<file path="src/rtl/dll_tx_sequencer.sv">
// dll_tx_sequencer: sequences LFSR start, CRC append and replay hand-off per TLP,
// tracking the unacknowledged replay window and stalling intake when it is full.
module dll_tx_sequencer #(
  parameter int MAX_OUTSTANDING = 16,
  parameter int LFSR_TIMEOUT = 64
) (
  input  logic         clk,
  input  logic         rst_n,
  input  logic         tlp_valid,
  input  logic [95:0]  tlp_data,
  output logic         tlp_ready,
  output logic         lfsr_start,
  output logic [127:0] lfsr_data,
  input  logic         lfsr_done,
  input  logic [15:0]  lfsr_crc,
  output logic         crc_rdy,
  output logic [127:0] crc_data,
  output logic [15:0]  crc_lfsr,
  input  logic [127:0] crc_frame,
  output logic         frm_valid,
  output logic [127:0] frm_data,
  input  logic         frm_ready,
  input  logic         ack_valid,
  input  logic [11:0]  ack_seq,
  output logic [11:0]  next_seq,
  output logic [11:0]  outstanding,
  output logic         lfsr_err
);
  localparam logic [1:0] IDLE = 2'd0, RUN = 2'd1, APPEND = 2'd2, OUTPUT = 2'd3;
  localparam int TW = $clog2(LFSR_TIMEOUT + 1);
  logic [1:0] state;
  logic [TW-1:0] timer;
  logic [127:0] frame, frm_q;
  logic [15:0] crc_q;
  logic [11:0] acked_seq, d;
  logic ack_ok, push, done;
  // modulo-4096 distance makes stale, duplicate and wrapped ACKs fall out of range naturally
  assign d = ack_seq - acked_seq;
  assign ack_ok = ack_valid && d != 12'd0 && d <= outstanding;
  assign tlp_ready = state == IDLE && outstanding < 12'(MAX_OUTSTANDING);
  assign push = state == OUTPUT && frm_ready;
  // timer is zero only in the start cycle, so a done there is ignored
  assign done = state == RUN && timer != '0 && lfsr_done;
  assign lfsr_start = state == RUN && timer == '0;
  assign lfsr_data = state == RUN ? frame : '0;
  assign crc_rdy = state == APPEND;
  assign crc_data = crc_rdy ? frame : '0;
  assign crc_lfsr = crc_rdy ? crc_q : '0;
  assign frm_valid = state == OUTPUT;
  assign frm_data = frm_valid ? frm_q : '0;
  always_ff @(posedge clk or negedge rst_n) begin
    if (!rst_n) begin
      state <= IDLE;
      timer <= '0;
      frame <= '0;
      frm_q <= '0;
      crc_q <= '0;
      next_seq <= '0;
      acked_seq <= 12'hFFF;
      outstanding <= '0;
      lfsr_err <= 1'b0;
    end else begin
      if (ack_ok) acked_seq <= ack_seq;
      outstanding <= outstanding + 12'(push) - (ack_ok ? d : 12'd0);
      if (push) next_seq <= next_seq + 12'd1;
      case (state)
        IDLE: if (tlp_valid && tlp_ready) begin
          frame <= {4'h0, next_seq, tlp_data, 16'h0000};
          timer <= '0;
          state <= RUN;
        end
        RUN: if (done) begin
          crc_q <= lfsr_crc;
          state <= APPEND;
        end else if (timer == TW'(LFSR_TIMEOUT - 1)) begin
          lfsr_err <= 1'b1;
          state <= IDLE;
        end else begin
          timer <= timer + 1'b1;
        end
        APPEND: begin
          frm_q <= crc_frame;
          state <= OUTPUT;
        end
        default: if (frm_ready) state <= IDLE;
      endcase
    end
  end
endmodule

</file>
<file path="config.mk">
export PLATFORM = sky130hd
export DESIGN_NAME = dll_tx_sequencer
export DESIGN_NICKNAME = d
export VERILOG_FILES = /design/src/rtl/dll_tx_sequencer.sv
export SDC_FILE = /design/constraint.sdc
export NUM_CORES = 1
export LEC_CHECK = 0
export ABC_AREA = 0
export BUFFER_PORTS_ARGS = -buffer_cell sky130_fd_sc_hd__buf_4
export CAP_MARGIN = 20
export CORE_AREA = 2 2 265 267
export CTS_BUF_LIST = sky130_fd_sc_hd__clkbuf_8 sky130_fd_sc_hd__clkbuf_16
export CTS_CLUSTER_DIAMETER = 120
export DETAILED_ROUTE_END_ITERATION = 8
export DIE_AREA = 0 0 267 269
export PLACE_DENSITY = 0.56
export SKIP_CTS_REPAIR_TIMING = 1
export SKIP_LAST_GASP = 1
export SYNTH_ARGS = -nofsm -noshare
export SYNTH_HDL_FRONTEND = slang
export SYNTH_SLANG_ARGS = --single-unit
</file>
<file path="constraint.sdc">
create_clock -name clk -period 13.2 [get_ports clk]
set_input_delay 2.64 -clock clk [delete_from_list [all_inputs] [get_ports clk]]
set_output_delay 2.64 -clock clk [all_outputs]
set_load 0.03 [all_outputs]
</file>
== After elaboration in Yosys (flattened, before gate mapping) ==
Index checks and enable logic that the tools add are counted.
Operators by class
  equality and inequality tests: 8
  reduce and logical (&&, ||, !) cells: 19
  bitwise logic cells: 1
  $lt $le $gt $ge: 2
  add/subtract/negate cells: 5
  mux-type cells: 14
Operators with widths (number)
  $mux 124: 2
  $mux 128: 1
  $sub 12x12->12: 2
  $mux 7: 3
  $mux 16: 1
  $pmux 7 s2: 1
  $add 12x1->12: 1
  $add 12x1->12 const B: 1
  $le 12x12->1: 1
  $lt 12x5->1 const B: 1
  $mux 12: 1
  $reduce_bool 12->1: 1
  $logic_and 1x1->1: 8
  $mux 2: 4
  $add 7x1->7 const B: 1
  $eq 7x6->1 const B: 1
  $logic_not 7->1: 1
  $reduce_bool 7->1: 1
  $pmux 2 s3: 1
  $reduce_and 3->1: 2
  $eq 2x2->1 const B: 2
  $ne 2x2->1 const B: 2
  $reduce_and 2->1: 2
  $reduce_and 4->1: 1
  other kinds (7): 7
Storage, ports and cells
  input bits: 258
  bits in registers: 298
  logic and storage cells: 58

== Depth between registers and ports, before layout ==
  depth in word-level cells: 6
  mapped depth: 29
  depth with buffers taken out: 28

== Least setup slack after synthesis ==
Ideal clock, no wire load.
  path kind: in2reg
  start point: in ack_seq[1]
  end point: reg outstanding[11]
  stages on the path: 23
  setup time: 0.134 ns
  slack: 5.148 ns
  data arrival time: 7.919 ns
  cells stage by stage: ha_1 nor2b_1 o31a_1 o31a_1 o22a_1 a221oi_1 xnor2_1 ha_1 nand3_1 nor4_1 o22ai_4 buf_6 nand2b_1 ha_1 ha_1 a21o_1 a21oi_1 o21ai_0 a31oi_1 nor2b_1 o21a_1 o41ai_1 xnor3_1
Between the ends
  word-level cells in the longest chain between the ends: 6
RTL lines
  start: declaration: RTL line 24  | input logic [11:0] ack_seq,
  $sub 12x12->12 *: RTL line 38  | assign d = ack_seq - acked_seq;
  parallel branches: the longest is 3 deep, another holds $le 12x12->1
  $mux 12 *: RTL line 64  | outstanding <= outstanding + 12'(push) - (ack_ok ? d : 12'd0);
  $sub 12x12->12 *: RTL line 64
  end signal: assignment: RTL line 64
  end: declaration: RTL line 26  | output logic [11:0] outstanding,
Every way passes the cells marked *.
A chain may end at the register's enable or synchronous reset.

== Final worst setup path ==
Ends and elaborated chain as after synthesis.

==> reports/metrics.cfg <==
[clocking]
htree_levels = 2
clkLatencyLatePin_ns = 0.57
clock-sinks = 298
cts_tree = built
clk_pin_slew_ns = 0.06
clk_path_buf_depth = 3
cts_root_buf = clkbuf_16
cts_buffers = 37

[sta]
fin_ws_ns = 4.879
period_needed_ns = 8.321
finalSetupTns_ns = 0
rsz0062_at_grt = no
max_slew_margin_pct = 33.52
drv_slew = 0
tightest_slew_ns = 0.9972
setup_viol = 0
fin_skew_ns = 0.02405
fmax_mhz = 120.2
fin_crit_sh_pct = 63.04
hold_viol = 0

[setup_path]
start_kind = input pin
crit_type = input pin to flop
crit_path_start = ack_seq[1]
end_kind = flop
arrival_ns = 8.74
crit_required_ns = 13.62
r2r-start = acked_seq[1]$_DFFE_PN1N_
crit_fanout = 16

[power]
swShare_pct = 42.21
power_leakage_uw = 0.01188
p_per_area_mw_per_mm2 = 235.6
power.internal_uw = 3055
p_seq_share_pct = 28.4
power_frac_clock_pct = 19.4
combPwrFrac_pct = 52.2
vdd_drop_max_mv = 0.1750
p_switching_uw = 2232

[synth]
synth_cell_types = 55
yosys-top-cells-count = nand2_1 (343), dfrtp_1 (286), and2_1 (236)
yosysSeqAreaShare_pct = 48.06
synth-warning-count = 0
synth_most_common_cell = nand2_1
syn_inst = 1574
yosys.area_share.simple_pct = 26.04
synth_top_family_by_area = simple AND/OR/NAND/NOR gates
synth_top_area_cell = dfrtp_1
ys_async_sr_fraction_pct = 100.0
synth.cell_area_mm2 = 0.01555
yosys-mux-area-fraction_pct = 11.43
synthFlopType = dfrtp_1
synth_xor_area_share_pct = 2.093
synth_edf_count = 0
ys_ff_latch = 298
synth_fa_ha_area_share_pct = 4.040
yosysTopAreaCellShare_pct = 46.04
avgSynthCellArea_um2 = 9.877
synth_compound_area_share_pct = 3.074
synth_area_leaders = dfrtp_1 (46%), mux2_2 (11%), and2_1 (9.5%), nand2_1 (8.3%), and3_1 (5.5%)

[hold_path]
holdCritStartpoint = frame[38]$_DFFE_PN0P_
hold_path.class = flop to flop

[global_routing]
grt_pass1_wl_um = 76780
antenna_found_initial = 1
grt_start_max_net_pins = 113
grtUsageTotal_pct = 13.56
overflow = 0
first_global_vias = 13105

[drt]
vias = 13101
ant_nets = 0
wl_per_cell_um = 16.51
dr.pass1.iters = 6
vias_per_cell = 4.172
detail_route.iter0.violations = 578
drt-total-wl_um = 51830
drc = 0

[layout]
fin_area_mm2 = 0.02244
drive_gt1_share_pct = 40.61
fin_util_pct = 32.38
nets = 2477
area_delta_synth_final_pct = 44.32
fin_cells = 3140

[die]
die_area_mm2 = 0.07182
fp.dieW_um = 267
core_mm2 = 0.06930
io_pins = 687
die_h_um = 269
num_rows = 97
start_util_pct = 22.43

[job]
cap_violations = 0

[place]
port_buffers = 646
place_ws_ns = 4.380
place_congestion = 0.8310
dp_hpwl_um = 38000
placedCellCount = 3070
placed_cell_area_mm2 = 0.02116

[status]
status = complete, no violations

==> cells by family after synthesis <==
family	after synthesis
compound gates	63
buf+inv	175
mux	158
simple gates	796
fa+ha+maj	49
xor+xnor	34
other cells	1
flops	298
==> registers in the layout, summed over array words and instances (netlist names) <==
name,cells
lfsr_err,1
frm_q,128
timer,7
outstanding,12
acked_seq,12
state,2
crc_q,16
frame,108
next_seq,12
==> placed cells by master, fill, tap and decap left out, drive strengths merged, types with 3 or more instances in the layout <==
| cell type | instances |
|---|---|
| inv | 41 |
| or3 | 4 |
| a21o | 7 |
| and3 | 136 |
| o21a | 7 |
| dfstp | 12 |
| nor3 | 10 |
| conb | 40 |
| mux2 | 156 |
| nand4 | 8 |
| o31a | 4 |
| and2 | 236 |
| o21ai | 3 |
| xor2 | 10 |
| o41ai | 3 |
| nor2 | 26 |
| o21bai | 4 |
| clkbuf | 43 |
| a211oi | 3 |
| clkinv | 13 |
| nand3 | 9 |
| a21oi | 12 |
| buf | 659 |
| nor2b | 8 |
| ha | 47 |
| xnor2 | 22 |
| nand2 | 343 |
| o211ai | 5 |
| nor4 | 6 |
| clkinvlp | 3 |
| dfrtp | 286 |
==> layer usage <==
metal	wire length, um	global-route usage [%]	up-vias	share of wire [%]
li1	-	-	6274	-
met1	21160	16.50	6356	41
met2	25830	23.23	389	50
met3	3489	3.616	80	6.7
met4	1335	4.434	2	2.6
met5	13	0	-	0.025
==> final timing paths <==
check | slack, ns | end | cells after the start
worst max register to register | 6.51 | outstanding[11]$_DFF_PN0_ | 23
worst min-delay path | 0.49 | frame[38]$_DFFE_PN0P_ | 2
worst max-delay path | 4.88 | outstanding[11]$_DFF_PN0_ | 23
min in group asynchronous | 2.11 | frame[104]$_DFFE_PN0P_ | 1
worst min register to register | 0.49 | frame[38]$_DFFE_PN0P_ | 2
max in group asynchronous | 8.99 | crc_q[15]$_DFFE_PN0P_ | 3
==> through the flow <==
step	total power (uW)	hold WS, ns
2_1_floorplan	3406	0.4511
3_3_place_gp	4205	0.4705
3_5_place_dp	4293	0.4787
4_1_cts	5364	0.4948
5_1_grt	5661	0.4945
6_report	5287	0.4878
==> critical path, stage by stage <==
cell and delay (ns):
buf_4 0.12, ha_1 0.28, nor2b_1 0.14, o31a_1 0.30, o31a_1 0.31, o22a_1 0.23
a221oi_1 0.33, xnor2_1 0.27, ha_1 0.39, nand3_1 0.10, nor4_1 0.61, o22ai_4 0.32
nand2b_1 0.25, ha_1 0.33, ha_1 0.31, a21o_1 0.16, a21oi_1 0.26, o21ai_0 0.13
a31oi_1 0.26, nor2b_1 0.08, o21a_1 0.20, o41ai_1 0.28, xnor3_1 0.45
==> power by group through the flow <==
stage / clock network, uW / registers (uW) / logic (uW)
final: 1030 / 1500 / 2760
after global routing: 1110 / 1550 / 3000
after CTS: 1080 / 1510 / 2780
after detailed placement: 0 / 1520 / 2770
after global placement: 0 / 1500 / 2700
after floorplan: 0 / 1440 / 1970
==> final cells by class <==
class | count | area [um^2]
Sequential cell | 298 | 7480
Inverter | 34 | 127.6
Clock buffer | 43 | 1008
Multi-Input combinational cell | 1140 | 7431
Antenna cell | 1 | 2.502
Tap cell | 940 | 1176
Timing Repair Buffer | 659 | 4975
Fill cell | 7183 | 46860
Clock inverter | 25 | 236.5
(Power assumes the default switching activity.)
